`src/rtl/fb_arb_pkg.sv`:
```
// fb_arb_pkg: shared defaults and types for the frame-buffer write arbiter.
package fb_arb_pkg;
   localparam int FB_ADDR_W     = 19;
   localparam int FB_DATA_W     = 8;
   localparam int FB_FIFO_DEPTH = 4;

   typedef enum logic {PRI_CPU, PRI_ENG} pri_e;

   typedef struct packed {
      logic [FB_ADDR_W-1:0] addr;
      logic [FB_DATA_W-1:0] data;
   } fb_wr_t;
endpackage

```
`src/rtl/fb_wr_fifo.sv`:
```
// fb_wr_fifo: small synchronous FIFO for processor writes; a push into a full
// FIFO with no same-cycle pop is dropped and latches a sticky overflow flag.
module fb_wr_fifo
   import fb_arb_pkg::*;
#(
   parameter type T     = fb_wr_t,
   parameter int  DEPTH = FB_FIFO_DEPTH
) (
   input  logic iCLK,
   input  logic iRST_n,
   input  logic push,
   input  logic pop,
   input  T     din,
   output T     dout,
   output logic full,
   output logic empty,
   output logic overflow
);
   localparam int PW = $clog2(DEPTH);
   localparam int CW = PW + 1;

   T              mem [DEPTH];
   logic [PW-1:0] wr_ptr, rd_ptr;
   logic [CW-1:0] count;
   logic          do_push, do_pop;

   assign empty   = count == '0;
   assign full    = count == CW'(DEPTH);
   assign do_pop  = pop & ~empty;
   assign do_push = push & (~full | do_pop);
   assign dout    = mem[rd_ptr];

   always_ff @(posedge iCLK or negedge iRST_n)
      if (!iRST_n) begin
         wr_ptr   <= '0;
         rd_ptr   <= '0;
         count    <= '0;
         overflow <= 1'b0;
      end else begin
         if (do_push) wr_ptr <= wr_ptr + PW'(1);
         if (do_pop) rd_ptr <= rd_ptr + PW'(1);
         count <= count + CW'(do_push) - CW'(do_pop);
         if (push & ~do_push) overflow <= 1'b1;
      end

   // storage needs no reset: entries are only read behind a valid count
   always_ff @(posedge iCLK)
      if (do_push) mem[wr_ptr] <= din;
endmodule

```
`src/rtl/fb_write_arbiter.sv`:
```
// fb_write_arbiter: round-robin share of the VGA frame-buffer write port between
// buffered processor stores and a valid/ready paint engine. Macro FB_ARB_BLANK_ONLY_EN
// restricts grants to blanking intervals.
module fb_write_arbiter
   import fb_arb_pkg::*;
#(
   parameter int ADDR_W     = FB_ADDR_W,
   parameter int DATA_W     = FB_DATA_W,
   parameter int FIFO_DEPTH = FB_FIFO_DEPTH
) (
   input  logic              iCLK,
   input  logic              iRST_n,
   input  logic              cpu_we,
   input  logic [ADDR_W-1:0] cpu_addr,
   input  logic [DATA_W-1:0] cpu_data,
   output logic              cpu_full,
   output logic              cpu_overflow,
   input  logic              eng_req,
   input  logic [ADDR_W-1:0] eng_addr,
   input  logic [DATA_W-1:0] eng_data,
   output logic              eng_gnt,
   input  logic              iBLANK_n,
   output logic              fb_we,
   output logic [ADDR_W-1:0] fb_addr,
   output logic [DATA_W-1:0] fb_data
);
   typedef struct packed {
      logic [ADDR_W-1:0] addr;
      logic [DATA_W-1:0] data;
   } wr_t;

   wr_t  cpu_wr, head;
   pri_e pri, pri_nxt;
   logic cpu_pend, cpu_gnt, fifo_empty, arb_en;

   assign cpu_wr   = {cpu_addr, cpu_data};
   assign cpu_pend = ~fifo_empty;

   fb_wr_fifo #(.T(wr_t), .DEPTH(FIFO_DEPTH)) u_fifo (
      .iCLK     (iCLK),
      .iRST_n   (iRST_n),
      .push     (cpu_we),
      .pop      (cpu_gnt),
      .din      (cpu_wr),
      .dout     (head),
      .full     (cpu_full),
      .empty    (fifo_empty),
      .overflow (cpu_overflow)
   );

`ifdef FB_ARB_BLANK_ONLY_EN
   assign arb_en = ~iBLANK_n;
`else
   // blanking has no effect here; the OR keeps the port referenced
   assign arb_en = iBLANK_n | 1'b1;
`endif

   always_ff @(posedge iCLK or negedge iRST_n)
      if (!iRST_n) pri <= PRI_CPU;
      else pri <= pri_nxt;

   always_comb begin
      cpu_gnt = arb_en & cpu_pend & (~eng_req | (pri == PRI_CPU));
      eng_gnt = arb_en & eng_req & (~cpu_pend | (pri == PRI_ENG));
      pri_nxt = cpu_gnt ? PRI_ENG : eng_gnt ? PRI_CPU : pri;
   end

   always_ff @(posedge iCLK or negedge iRST_n)
      if (!iRST_n) begin
         fb_we   <= 1'b0;
         fb_addr <= '0;
         fb_data <= '0;
      end else begin
         fb_we <= cpu_gnt | eng_gnt;
         if (cpu_gnt) begin
            fb_addr <= head.addr;
            fb_data <= head.data;
         end else if (eng_gnt) begin
            fb_addr <= eng_addr;
            fb_data <= eng_data;
         end
      end
endmodule

```
`config.mk`:
```
export PLATFORM = sky130hd
export DESIGN_NAME = fb_write_arbiter
export DESIGN_NICKNAME = d
export VERILOG_FILES = /design/src/rtl/fb_arb_pkg.sv /design/src/rtl/fb_wr_fifo.sv /design/src/rtl/fb_write_arbiter.sv
export SDC_FILE = /design/constraint.sdc
export NUM_CORES = 1
export LEC_CHECK = 0
export CELL_PAD_IN_SITES_DETAIL_PLACEMENT = 2
export CELL_PAD_IN_SITES_GLOBAL_PLACEMENT = 2
export CORE_UTILIZATION = 43
export CTS_CLUSTER_DIAMETER = 200
export DETAILED_ROUTE_END_ITERATION = 7
export PLACE_DENSITY_LB_ADDON = 0.1
export SLEW_MARGIN = 20
export SYNTH_ARGS = -nofsm -noshare
export SYNTH_HDL_FRONTEND = slang
export SYNTH_HIERARCHICAL = 1
export SYNTH_SLANG_ARGS = --single-unit
```
`constraint.sdc`:
```
create_clock -name iCLK -period 5.8 [get_ports iCLK]
set_input_delay 1.74 -clock iCLK [delete_from_list [all_inputs] [get_ports iCLK]]
set_output_delay 1.74 -clock iCLK [all_outputs]
set_load 0.01 [all_outputs]
```
==> results.json <==
{
  "status": "complete, no violations",
  "numPortBuffers": 88,
  "seqCellArea_sq_um": 4170,
  "gp_congestion": 0.646,
  "fin_crit_sh": 0.813,
  "dr.pass1.iters": 4,
  "route.detailed.drc": 0,
  "multiInputGateArea_sq_um": 1650,
  "path_common_cell": "clkdlybuf4s50_1",
  "power.switching_mw": 1.26,
  "core_sq_um": 13300,
  "hold_path.class": "reg2reg",
  "path_max_fanout": 2,
  "pwr-share-seq": 0.390,
  "grt.total_usage": 0.228,
  "antenna_found_initial": 0,
  "max-cap-violations": 0,
  "die_w_microns": 120,
  "synth_top_area_frac": 0.545,
  "setup_viol": 0,
  "cts_setup_buffers": 0,
  "min_path_cells": 1,
  "fill_cells": 1163,
  "hp-start": "u_fifo/overflow",
  "drive_gt1_frac": 0.232,
  "crit_path_end_kind": "output pin",
  "path_delay_family": "buffers and inverters",
  "die_area_sq_um": 14300,
  "path_cells": "clkdlybuf4s50_1 > o21ai_2 > inv_1 > clkdlybuf4s50_1",
  "worstSetupPathType": "in2out",
  "antenna_left": 0,
  "synthesis.nets": 399,
  "nNetsFinal": 491,
  "place_worst_setup_slack_ns": 1.07,
  "setup_ws_ns": 1.09,
  "postCtsResizedCells": 0,
  "ir_drop_uv": 259,
  "insertion_delay_ns": 0.42,
  "crit_arrival_ns": 2.97,
  "ys_ff_latch": 145,
  "max_stage_delay_ns": 0.54,
  "tritoncts": "yes",
  "hold_ws_ns": 0.464,
  "power_leakage_nw": 2.67,
  "tns_ns": 0,
  "finalCriticalPeriod_ns": 4.71,
  "grt_pass1_vias": 3895,
  "cts_buffers": 17,
  "ys_top_cells_by_area": "edfxtp_1, dfrtp_1, mux4_2",
  "finalClockSkew_ns": 0.00917,
  "final_area_sq_um": 7620,
  "io_pins": 90,
  "clkTransAtPathRegs_ns": 0.06,
  "power.internal_mw": 2.95,
  "synth_edf_count": 108,
  "yosysWarnings": 6,
  "start_util": 0.446,
  "hold_viol": 0,
  "dpl_cell_area_sq_um": 6970,
  "syn_to_final_growth_pct": 28.1,
  "synth_cells": 334,
  "r2r-end": "u_fifo/count[2]",
  "async_flop_share": 0.255,
  "synthFlopType": "edfxtp_1",
  "synth_cell_type_count": 30,
  "routed_wl_mm": 14.9,
  "final_util": 0.571,
  "whs_endpoint": "u_fifo/overflow",
  "crit_path_start_kind": "primary input",
  "required_ns": 4.06,
  "rsz0062_at_grt": "no",
  "cts-root-buf": "clkbuf_16",
  "cts.path.max_buffers": 2,
  "netSwitchingFraction": 0.299,
  "relSlewSlack": 0.322,
  "rrSetupSlack_ns": 2.53,
  "globalRouteOverflowTotal": 0,
  "worst_pin_slew_ns": 1.02,
  "seq_area_frac_synth": 0.700,
  "wl_per_cell_microns": 24.2,
  "htreeDepth": 4,
  "avgSynthCellArea_sq_um": 17.8,
  "worst-path-buf-inv": 3,
  "p_per_area_nw_per_um2": 551,
  "clock_power_share": 0.288,
  "rows": 42,
  "hold_buffers": 0,
  "synth_area_sq_um": 5950,
  "max_freq_ghz": 0.212,
  "vias": 3407,
  "grt_pass1_wl_mm": 23.0,
  "die_h_microns": 120,
  "crit_path_top_delay_cell": "clkdlybuf4s50_1",
  "maxSlewViolCount": 0,
  "ff2ff_path_depth": 10,
  "yosysTopAreaCell": "edfxtp_1",
  "vias_per_cell": 5.54,
  "cts_sinks": 145,
  "grt_max_degree": 59,
  "dp_hpwl_mm": 8.72,
  "r2r-start": "u_fifo/count[1]",
  "drt_iter0_drc": 150,
  "combPwrFrac": 0.322,
  "n_antenna_cell": 0
}
## worst max path at each step
stage,from,to,cells past startpoint
final,eng_req,eng_gnt,4
after global routing,eng_req,eng_gnt,4
after CTS,eng_req,eng_gnt,4
after detailed placement,eng_req,eng_gnt,4
after global placement,eng_req,eng_gnt,4
after floorplan,eng_req,eng_gnt,3
## power groups by stage
stage / clock (mW) / combinational (mW) / sequential [mW]
floorplan: 0 / 0.897 / 1.58
detailed placement: 0 / 1.35 / 1.66
CTS: 1.23 / 1.38 / 1.65
global placement: 0 / 1.27 / 1.63
finish: 1.21 / 1.35 / 1.64
global route: 1.26 / 1.46 / 1.68
## state kept, by name, summed over array words and instances (netlist names)
signal and count:
u_fifo/overflow 1, u_fifo/mem 108, u_fifo/rd_ptr 2, fb_addr 19, pri 1, fb_we 1
u_fifo/count 3, fb_data 8, u_fifo/wr_ptr 2
## Yosys cell counts (2+ instances only)
library cell  count
edfxtp_1        108
mux4_2           27
nor2_1           55
o32ai_1          27
xnor2_1           3
dfrtp_1          37
xor2_1            2
and2_2            4
buf_4             5
inv_1             5
buf_6             2
buf_2             9
ha_1              5
mux2_2           27
clkbuf_1          3
## metal layers
metal,up-vias,GRT usage,part of all wire
met5,-,0,0
met4,0,0.0875,0.015
met3,16,0.0466,0.037
met2,85,0.392,0.52
met1,1808,0.282,0.43
li1,1498,-,-
## per-stage QoR
stage                     std cells  total power [mW]
after global placement          583              2.90
final                           615              4.20
after floorplan                 334              2.47
after global routing            615              4.40
after CTS                       615              4.26
after detailed placement        583              3.01
## layout make-up
type | instances | share of cell area
well taps | 176 | 0.0289
repair buffers | 93 | 0.120
inverters | 5 | 0.00246
clock inverters | 13 | 0.0282
multi-input cells | 164 | 0.216
flip-flops and latches | 145 | 0.547
clock buffers | 19 | 0.0568
## layout by cell type, fill, tap and decap left out, drive strengths merged
cell / count
edfxtp: 108
clkdlybuf4s50: 87
nor2: 55
dfrtp: 37
mux2: 28
o32ai: 27
mux4: 27
clkbuf: 19
bufinv: 6
buf: 6
clkinv: 6
inv: 5
ha: 5
and2: 4
xnor2: 3
xor2: 2
o21ai: 1
nand2b: 1
a21oi: 1
mux2i: 1
clkinvlp: 1
nor3: 1
nor3b: 1
o31ai: 1
nor4b: 1
nor2b: 1
or2: 1
a21bo: 1
a21o: 1
fa: 1
## kinds of logic (layout without fill, tap and decap cells)
group | Yosys count | count (layout) | synth area share
DFF | 145 | 145 | 0.700
and+or+nand+nor | 65 | 65 | 0.0502
muxes | 56 | 56 | 0.157
AOI/OAI and AO/OA | 32 | 32 | 0.0473
buffers and inverters | 25 | 130 | 0.0233
adders and majority gates | 6 | 6 | 0.0139
xor gates and xnor gates | 5 | 5 | 0.00736
No activity file was read; power rests on OpenSTA's default activity.
